`src/rtl/neighbor_bank_cntl_if.sv`:
```
// Request, SRAM and response signals between the neighbor memory controller, one SRAM bank and the PEs.
// The slave modport is the bank controller's view; the master modport is everything around it.
interface neighbor_bank_cntl_if #(
  parameter int BANK_ADDR_W = 2,
  parameter int PE_TAG_W    = 2,
  parameter int DATA_W      = 32,
  parameter int BURST_LEN   = 4
);
  localparam int MEM_ADDR_W = BANK_ADDR_W + $clog2(BURST_LEN);

  logic                   req_valid;
  logic [PE_TAG_W-1:0]    req_pe_tag;
  logic [BANK_ADDR_W-1:0] req_bank_addr;
  logic                   bank_busy;
  logic                   req_drop;
  logic                   mem_cen;
  logic [MEM_ADDR_W-1:0]  mem_addr;
  logic [DATA_W-1:0]      mem_rdata;
  logic                   rsp_valid;
  logic                   rsp_ready;
  logic [PE_TAG_W-1:0]    rsp_pe_tag;
  logic [DATA_W-1:0]      rsp_data;
  logic                   rsp_last;

  modport slave (
    input  req_valid, req_pe_tag, req_bank_addr, mem_rdata, rsp_ready,
    output bank_busy, req_drop, mem_cen, mem_addr, rsp_valid, rsp_pe_tag, rsp_data, rsp_last
  );

  modport master (
    output req_valid, req_pe_tag, req_bank_addr, mem_rdata, rsp_ready,
    input  bank_busy, req_drop, mem_cen, mem_addr, rsp_valid, rsp_pe_tag, rsp_data, rsp_last
  );
endinterface

```
`src/rtl/neighbor_bank_cntl.sv`:
```
// Reads a BURST_LEN-word neighbor entry per request; first beat valid 3 cycles after the request, >=3 cycles/beat.
// rsp_ready low parks the beat in HOLD without re-reading; requests arriving while busy are dropped.
module neighbor_bank_cntl #(
  parameter int BANK_ADDR_W = 2,
  parameter int PE_TAG_W    = 2,
  parameter int DATA_W      = 32,
  parameter int BURST_LEN   = 4
) (
  input logic                clk,
  input logic                reset,
  neighbor_bank_cntl_if.slave bus
);
  localparam int BEAT_W = $clog2(BURST_LEN);
  localparam logic [BEAT_W-1:0] LAST_BEAT = BEAT_W'(BURST_LEN - 1);

  typedef enum logic [1:0] {IDLE, ISSUE, CAPTURE, HOLD} state_e;

  state_e                 state_q, state_d;
  logic [BEAT_W-1:0]      beat_q, beat_d;
  logic [PE_TAG_W-1:0]    tag_q, tag_d;
  logic [BANK_ADDR_W-1:0] base_q, base_d;
  logic [DATA_W-1:0]      data_q, data_d;

  always_comb begin
    state_d = state_q;
    beat_d  = beat_q;
    tag_d   = tag_q;
    base_d  = base_q;
    data_d  = data_q;
    case (state_q)
      IDLE: begin
        if (bus.req_valid) begin
          tag_d   = bus.req_pe_tag;
          base_d  = bus.req_bank_addr;
          beat_d  = '0;
          state_d = ISSUE;
        end
      end
      ISSUE: state_d = CAPTURE;
      CAPTURE: begin
        data_d  = bus.mem_rdata;
        state_d = HOLD;
      end
      HOLD: begin
        // The word stays parked here until taken, so stalls never cost a second SRAM read.
        if (bus.rsp_ready) begin
          if (beat_q == LAST_BEAT) begin
            state_d = IDLE;
          end else begin
            beat_d  = beat_q + 1'b1;
            state_d = ISSUE;
          end
        end
      end
      default: state_d = IDLE;
    endcase
  end

  always_ff @(posedge clk) begin
    if (reset) begin
      state_q <= IDLE;
      beat_q  <= '0;
      tag_q   <= '0;
      base_q  <= '0;
      data_q  <= '0;
    end else begin
      state_q <= state_d;
      beat_q  <= beat_d;
      tag_q   <= tag_d;
      base_q  <= base_d;
      data_q  <= data_d;
    end
  end

  assign bus.bank_busy  = (state_q != IDLE);
  assign bus.req_drop   = bus.req_valid && (state_q != IDLE);
  assign bus.mem_cen    = (state_q != ISSUE);
  assign bus.mem_addr   = (state_q == ISSUE) ? {base_q, beat_q} : '0;
  assign bus.rsp_valid  = (state_q == HOLD);
  assign bus.rsp_last   = (state_q == HOLD) && (beat_q == LAST_BEAT);
  assign bus.rsp_pe_tag = tag_q;
  assign bus.rsp_data   = data_q;
endmodule

```
`src/flat_wrapper.sv`:
```
// flat-port wrapper written by rule: the top's interface ports become plain ports
module neighbor_bank_cntl_flat 
#(
  parameter int BANK_ADDR_W = 2,
  parameter int PE_TAG_W    = 2,
  parameter int DATA_W      = 32,
  parameter int BURST_LEN   = 4
)
  (clk, reset, bus_req_valid, bus_req_pe_tag, bus_req_bank_addr, bus_mem_rdata, bus_rsp_ready, bus_bank_busy, bus_req_drop, bus_mem_cen, bus_mem_addr, bus_rsp_valid, bus_rsp_pe_tag, bus_rsp_data, bus_rsp_last);
  neighbor_bank_cntl_if #(.BANK_ADDR_W(BANK_ADDR_W), .PE_TAG_W(PE_TAG_W), .DATA_W(DATA_W), .BURST_LEN(BURST_LEN)) bus_i ();
  input logic clk;
  input logic reset;
  input wire logic [$bits(bus_i.req_valid)-1:0] bus_req_valid;
  input wire logic [$bits(bus_i.req_pe_tag)-1:0] bus_req_pe_tag;
  input wire logic [$bits(bus_i.req_bank_addr)-1:0] bus_req_bank_addr;
  input wire logic [$bits(bus_i.mem_rdata)-1:0] bus_mem_rdata;
  input wire logic [$bits(bus_i.rsp_ready)-1:0] bus_rsp_ready;
  output wire logic [$bits(bus_i.bank_busy)-1:0] bus_bank_busy;
  output wire logic [$bits(bus_i.req_drop)-1:0] bus_req_drop;
  output wire logic [$bits(bus_i.mem_cen)-1:0] bus_mem_cen;
  output wire logic [$bits(bus_i.mem_addr)-1:0] bus_mem_addr;
  output wire logic [$bits(bus_i.rsp_valid)-1:0] bus_rsp_valid;
  output wire logic [$bits(bus_i.rsp_pe_tag)-1:0] bus_rsp_pe_tag;
  output wire logic [$bits(bus_i.rsp_data)-1:0] bus_rsp_data;
  output wire logic [$bits(bus_i.rsp_last)-1:0] bus_rsp_last;
  assign bus_i.req_valid = bus_req_valid;
  assign bus_i.req_pe_tag = bus_req_pe_tag;
  assign bus_i.req_bank_addr = bus_req_bank_addr;
  assign bus_i.mem_rdata = bus_mem_rdata;
  assign bus_i.rsp_ready = bus_rsp_ready;
  assign bus_bank_busy = bus_i.bank_busy;
  assign bus_req_drop = bus_i.req_drop;
  assign bus_mem_cen = bus_i.mem_cen;
  assign bus_mem_addr = bus_i.mem_addr;
  assign bus_rsp_valid = bus_i.rsp_valid;
  assign bus_rsp_pe_tag = bus_i.rsp_pe_tag;
  assign bus_rsp_data = bus_i.rsp_data;
  assign bus_rsp_last = bus_i.rsp_last;
  neighbor_bank_cntl #(.BANK_ADDR_W(BANK_ADDR_W), .PE_TAG_W(PE_TAG_W), .DATA_W(DATA_W), .BURST_LEN(BURST_LEN)) u_core (.clk(clk), .reset(reset), .bus(bus_i));
endmodule
```
`config.mk`:
```
export PLATFORM = sky130hd
export DESIGN_NAME = neighbor_bank_cntl_flat
export DESIGN_NICKNAME = d
export VERILOG_FILES = /design/src/rtl/neighbor_bank_cntl_if.sv /design/src/rtl/neighbor_bank_cntl.sv /design/src/flat_wrapper.sv
export SDC_FILE = /design/constraint.sdc
export NUM_CORES = 1
export LEC_CHECK = 0
export ABC_AREA = 1
export BUFFER_PORTS_ARGS = -buffer_cell sky130_fd_sc_hd__buf_2
export CELL_PAD_IN_SITES_DETAIL_PLACEMENT = 0
export CELL_PAD_IN_SITES_GLOBAL_PLACEMENT = 1
export CORE_MARGIN = 1.5
export CORE_UTILIZATION = 30
export DETAILED_ROUTE_END_ITERATION = 16
export GPL_TIMING_DRIVEN = 1
export PLACE_DENSITY = 0.75
export SLEW_MARGIN = 20
export SYNTH_ARGS = -nofsm -noshare
export SYNTH_HDL_FRONTEND = slang
export SYNTH_SLANG_ARGS = --single-unit
```
`constraint.sdc`:
```
create_clock -name clk -period 1.4 [get_ports clk]
set_input_delay 0.21 -clock clk [delete_from_list [all_inputs] [get_ports clk]]
set_output_delay 0.21 -clock clk [all_outputs]
set_load 0.01 [all_outputs]
```
# Word-level counts from Yosys, hierarchy flattened
# Index checks and enable logic that the tools add are counted.
classes:
  n_reduce_logical: 8
  n_addsub: 1
  muxes: 9
  eq_ne: 8
ops:
  columns: ["operator", "n"]
  rows:
  - ["$mux W2", 5]
  - ["$pmux W2 S4", 1]
  - ["$eq A2 B2 Y1 const B", 3]
  - ["$ne A2 B2 Y1 const B", 3]
  - ["$mux W4", 1]
  - ["$pmux W2 S2", 1]
  - ["$reduce_and A2 Y1", 2]
  - ["$reduce_and A4 Y1", 1]
  - ["$reduce_bool A2 Y1", 2]
  - ["$add A2 B1 Y2 const B", 1]
  - ["$eq A2 B1 Y1 const B", 1]
  - ["$logic_and A1 B1 Y1", 2]
  - ["$logic_not A2 Y1", 1]
  - ["$ne A2 B1 Y1 const B", 1]
  - ["$mux W1", 1]
word_totals:
  regBits: 40
  in_bits: 40
  elab_cells: 31

# Depth between registers and ports, before layout
logic_depth:
  depth_word: 4
  ltp_mapped: 9

# Least setup slack after synthesis
# No wires, ideal clock.
synth_path:
  path_kind: "register to register"
  startpoint: "register u_core.state_q[0]"
  endpoint: "register u_core.beat_q[0]"
  required_ps: 1286
  synth_period_minus_slack_ps: 1239
  slack_ps: 161
  path_stages_with_launch: 9
  arrival_ps: 1125
  path_cell_list: "dfxtp_1 -> inv_1 -> ha_1 -> nand2_1 -> nand2_2 -> inv_2 -> nand2_2 -> nor2_1 -> nor2_2"
synth_via:
  elab_chain_cells: 3
  elab_cells_between_ends: 8
  classes_between: "eq/ne (4); mux (1); reduce/logical (3)"
synth_rtl:
  columns: ["item", "line", "rtl"]
  rows:
  - ["from (decl)", "neighbor_bank_cntl.sv:18", "state_e state_q, state_d;"]
  - ["from (signal assigned)", "neighbor_bank_cntl.sv:67", "state_q <= state_d;"]
  - ["$eq A2 B2 Y1 or $logic_not A2 Y1 (tied branches)", "neighbor_bank_cntl.sv:30", "case (state_q)"]
  - ["$ne A2 B2 Y1 (no line) or $reduce_bool A2 Y1 (tied branches)", null, null]
  - ["$reduce_and A4 Y1 (no line)", null, null]
  - ["to (signal assigned)", "neighbor_bank_cntl.sv:68", "beat_q <= beat_d;"]
  - ["to (decl)", "neighbor_bank_cntl.sv:19", "logic [BEAT_W-1:0] beat_q, beat_d;"]
# Parallel ways exist; a longest one is shown, timed or not.
# A chain may end at the register's enable or synchronous reset.

# Worst setup path after layout
layout_path:
  startpoint: "register u_core.state_q[0]"
  endpoint: "output bus_rsp_last"
layout_via:
  elab_chain_cells: 2
layout_rtl:
  columns: ["item", "line", "rtl"]
  rows:
  - ["$eq A2 B2 Y1", "neighbor_bank_cntl.sv:80", "assign bus.rsp_last = (state_q == HOLD) && (beat_q == LAST_BEAT);"]
  - ["$logic_and A1 B1 Y1", "neighbor_bank_cntl.sv:80", null]
  - ["to (decl)", "flat_wrapper.sv:25", "output wire logic [$bits(bus_i.rsp_last)-1:0] bus_rsp_last;"]
# No other way between the ends.

==> reports/qor.txt <==
outcome: completed
Slew Limit Fails: 0
final hold vios: 0
yosys warns: 0
met2 Use GR: 23.21%
top cells by area, synth: dfxtp_1, nor2_1, o21ai_0, ha_1, inv_1
CTS tree: done
full die area: 5812 µm²
CP required: 1190 ps
Tcrit/Tclk final: 99.67%
startpoint types: flip-flop
DP Cell Count: 364
I/O Pins: 83
setup ws final: 4.579 ps
DRT Wirelength: 4.013 mm
cts hold-fix bufs: 0
peak supply drop: 0.9628 mV
Post-Layout Cell Count: 373
Slew headroom: 81.51%
Syn Area/Cell: 7.519 µm²
Die W: 76.24 µm
layout cells sized above 1: 37.95%
largest net degree at the start of global routing: 24
Routed Antenna Nets: 0
Distinct cells, synth: 16
number of global-route vias before repair: 1,491
max-cap violation count: 0
Total Nets Final: 349
Max H-tree Level: 2
Leak: 0.001244 µW
share of the synthesized area in the top cell type: 49.77%
met1 Track Usage GR: 16.74%
Fin Setup TNS: 0 ps
input/output buffers: 82
Seq cells post-synth: 40
ANT cells: 0
initial antenna violation count: 0
Final min period: 1395 ps
Yosys top cell by area: dfxtp_1
Gate Count Post-Synth: 214
total gr overflow: 0
fillers: 570
Clk Latency, worst-skew pair: 280 ps
clk_skew: 5.098 ps
Worst EP arrival: 1190 ps
sequential area share after synthesis: 49.77%
Hold WC Path Type: input port to flip-flop
number of remaining DRC errors: 0
# setup viols final: 0
Clock Sinks: 40
RD Place Congestion: 0.7430
post-synth net total: 261
CTS Buffer Depth: 2
row count: 26
Worst Path Max Fanout: 5
P per Cell Area: 1994 nW/µm²
overall die height: 76.24 µm
1st-iter DRT viols: 63
Cell Area, Synth: 1609 µm²
Power Total: 4574 µW
Worst setup EP type: output port
GR Util met3: 4.790%
Slew @ Worst Pin: 277.0 ps
global-route wire length before repair: 6.603 mm
via count: 1,560
GR Util All Layers: 13.99%
cts bufs inserted: 5
setup slack at placement: 17.25 ps
Avg WL per Cell: 10.76 µm
final core utilization: 44.62%
root buffer cell: clkbuf_8
GR peak layer: met2
Area Overhead vs Synth: 42.54%
via/cell ratio: 4.182
core box area: 5140 µm²
clock slew at reported path FFs: 80 ps
Initial Utilization: 31.30%
RSZ-0062 raised after global routing: true
fmax: 716.6 MHz
Crit Path Class: flip-flop to output port
Final HPWL DP: 2.777 mm
TritonRoute pass-1 iters: 4
==> through the flow <==
step / cell area [µm²] / hold slack [ps]
floorplan: 1609 / 279.1
global placement: 2116 / 430.8
detailed placement: 2116 / 415.7
CTS: 2263 / 96.33
global route: 2293 / 102.2
finish: 2293 / 107.9
==> metal layers <==
metal	wire length, µm	up-vias	share of wire [%]
met5	0	-	0
met4	38	0	0.95
met3	293	5	7.3
met2	1806	51	45
met1	1875	668	47
li1	-	836	-
==> path summary, 6_finish.rpt <==
check	endpoint	slack (ps)	cells after the start	from
setup / recovery	bus_rsp_last	5	5	u_core.state_q[0]
hold / removal	u_core.state_q[0]	110	2	reset
setup reg to reg	u_core.bus.rsp_data[10]	140	6	u_core.state_q[0]
hold reg to reg	u_core.base_q[0]	490	2	u_core.base_q[0]
==> kinds of logic after synthesis <==
kind of cell	Yosys count	share of synthesized area, %
simple gates	98	23.64
compound gates	42	13.22
flops	40	49.77
buf+inv	27	7.931
fa+ha+maj	7	5.443
==> flip-flops by register name (all words and copies together), names as in the netlist <==
signal and cells:
u_core.state_q 2, u_core.bus.rsp_pe_tag 2, u_core.beat_q 2, u_core.bus.rsp_data 32, u_core.base_q 2
==> synthesized netlist by cell type <==
cell type and count:
clkbuf_4 1, nor2_2 3, nand2_1 14, dfxtp_1 40, o21ai_0 39, ha_1 7, inv_1 15, buf_4 3
nand2_2 2, buf_6 1, clkbuf_1 2, nor2_1 79, o21bai_1 1, a21oi_1 2, inv_2 2, clkbuf_2 3
==> area by class of cell <==
| type | count | area [µm²] | area share, % |
|---|---|---|---|
| tap | 70 | 87.58 | 3.819 |
| clock inverter | 2 | 35.03 | 1.528 |
| multi-input combinational | 147 | 725.7 | 31.64 |
| clock buffer | 6 | 72.57 | 3.164 |
| inverter | 17 | 66.31 | 2.891 |
| sequential | 40 | 805.8 | 35.13 |
| timing repair buffer | 91 | 500.5 | 21.82 |
==> cell usage in the layout, fill, tap and decap left out, drive strengths merged <==
master / count
o21bai: 1
nor2: 82
a21oi: 2
clkinv: 1
bufinv: 1
dfxtp: 40
o21ai: 39
ha: 7
clkbuf: 6
nand2: 16
inv: 17
buf: 91
==> worst max-delay path: stages (launching register included) <==
cell	delay, ps
dfxtp_2	340
buf_6	110
ha_2	190
nand2_1	80
inv_2	80
buf_6	100
==> repair_timing <==
item	in CTS	in global routing
setup buffers	1	0
endpoints found under the hold margin	0	0
pin swaps	0	1
gates resized for setup	11	6
setup endpoints to repair	24	29
==> power by group <==
part / leakage [µW] / internal (µW) / switching [µW]
Sequential: 0.000330 / 1580 / 201
Combinational: 0.000859 / 801 / 1080
Clock: 0.0000552 / 529 / 391
Note: power is estimated with default switching activity, not from simulation.
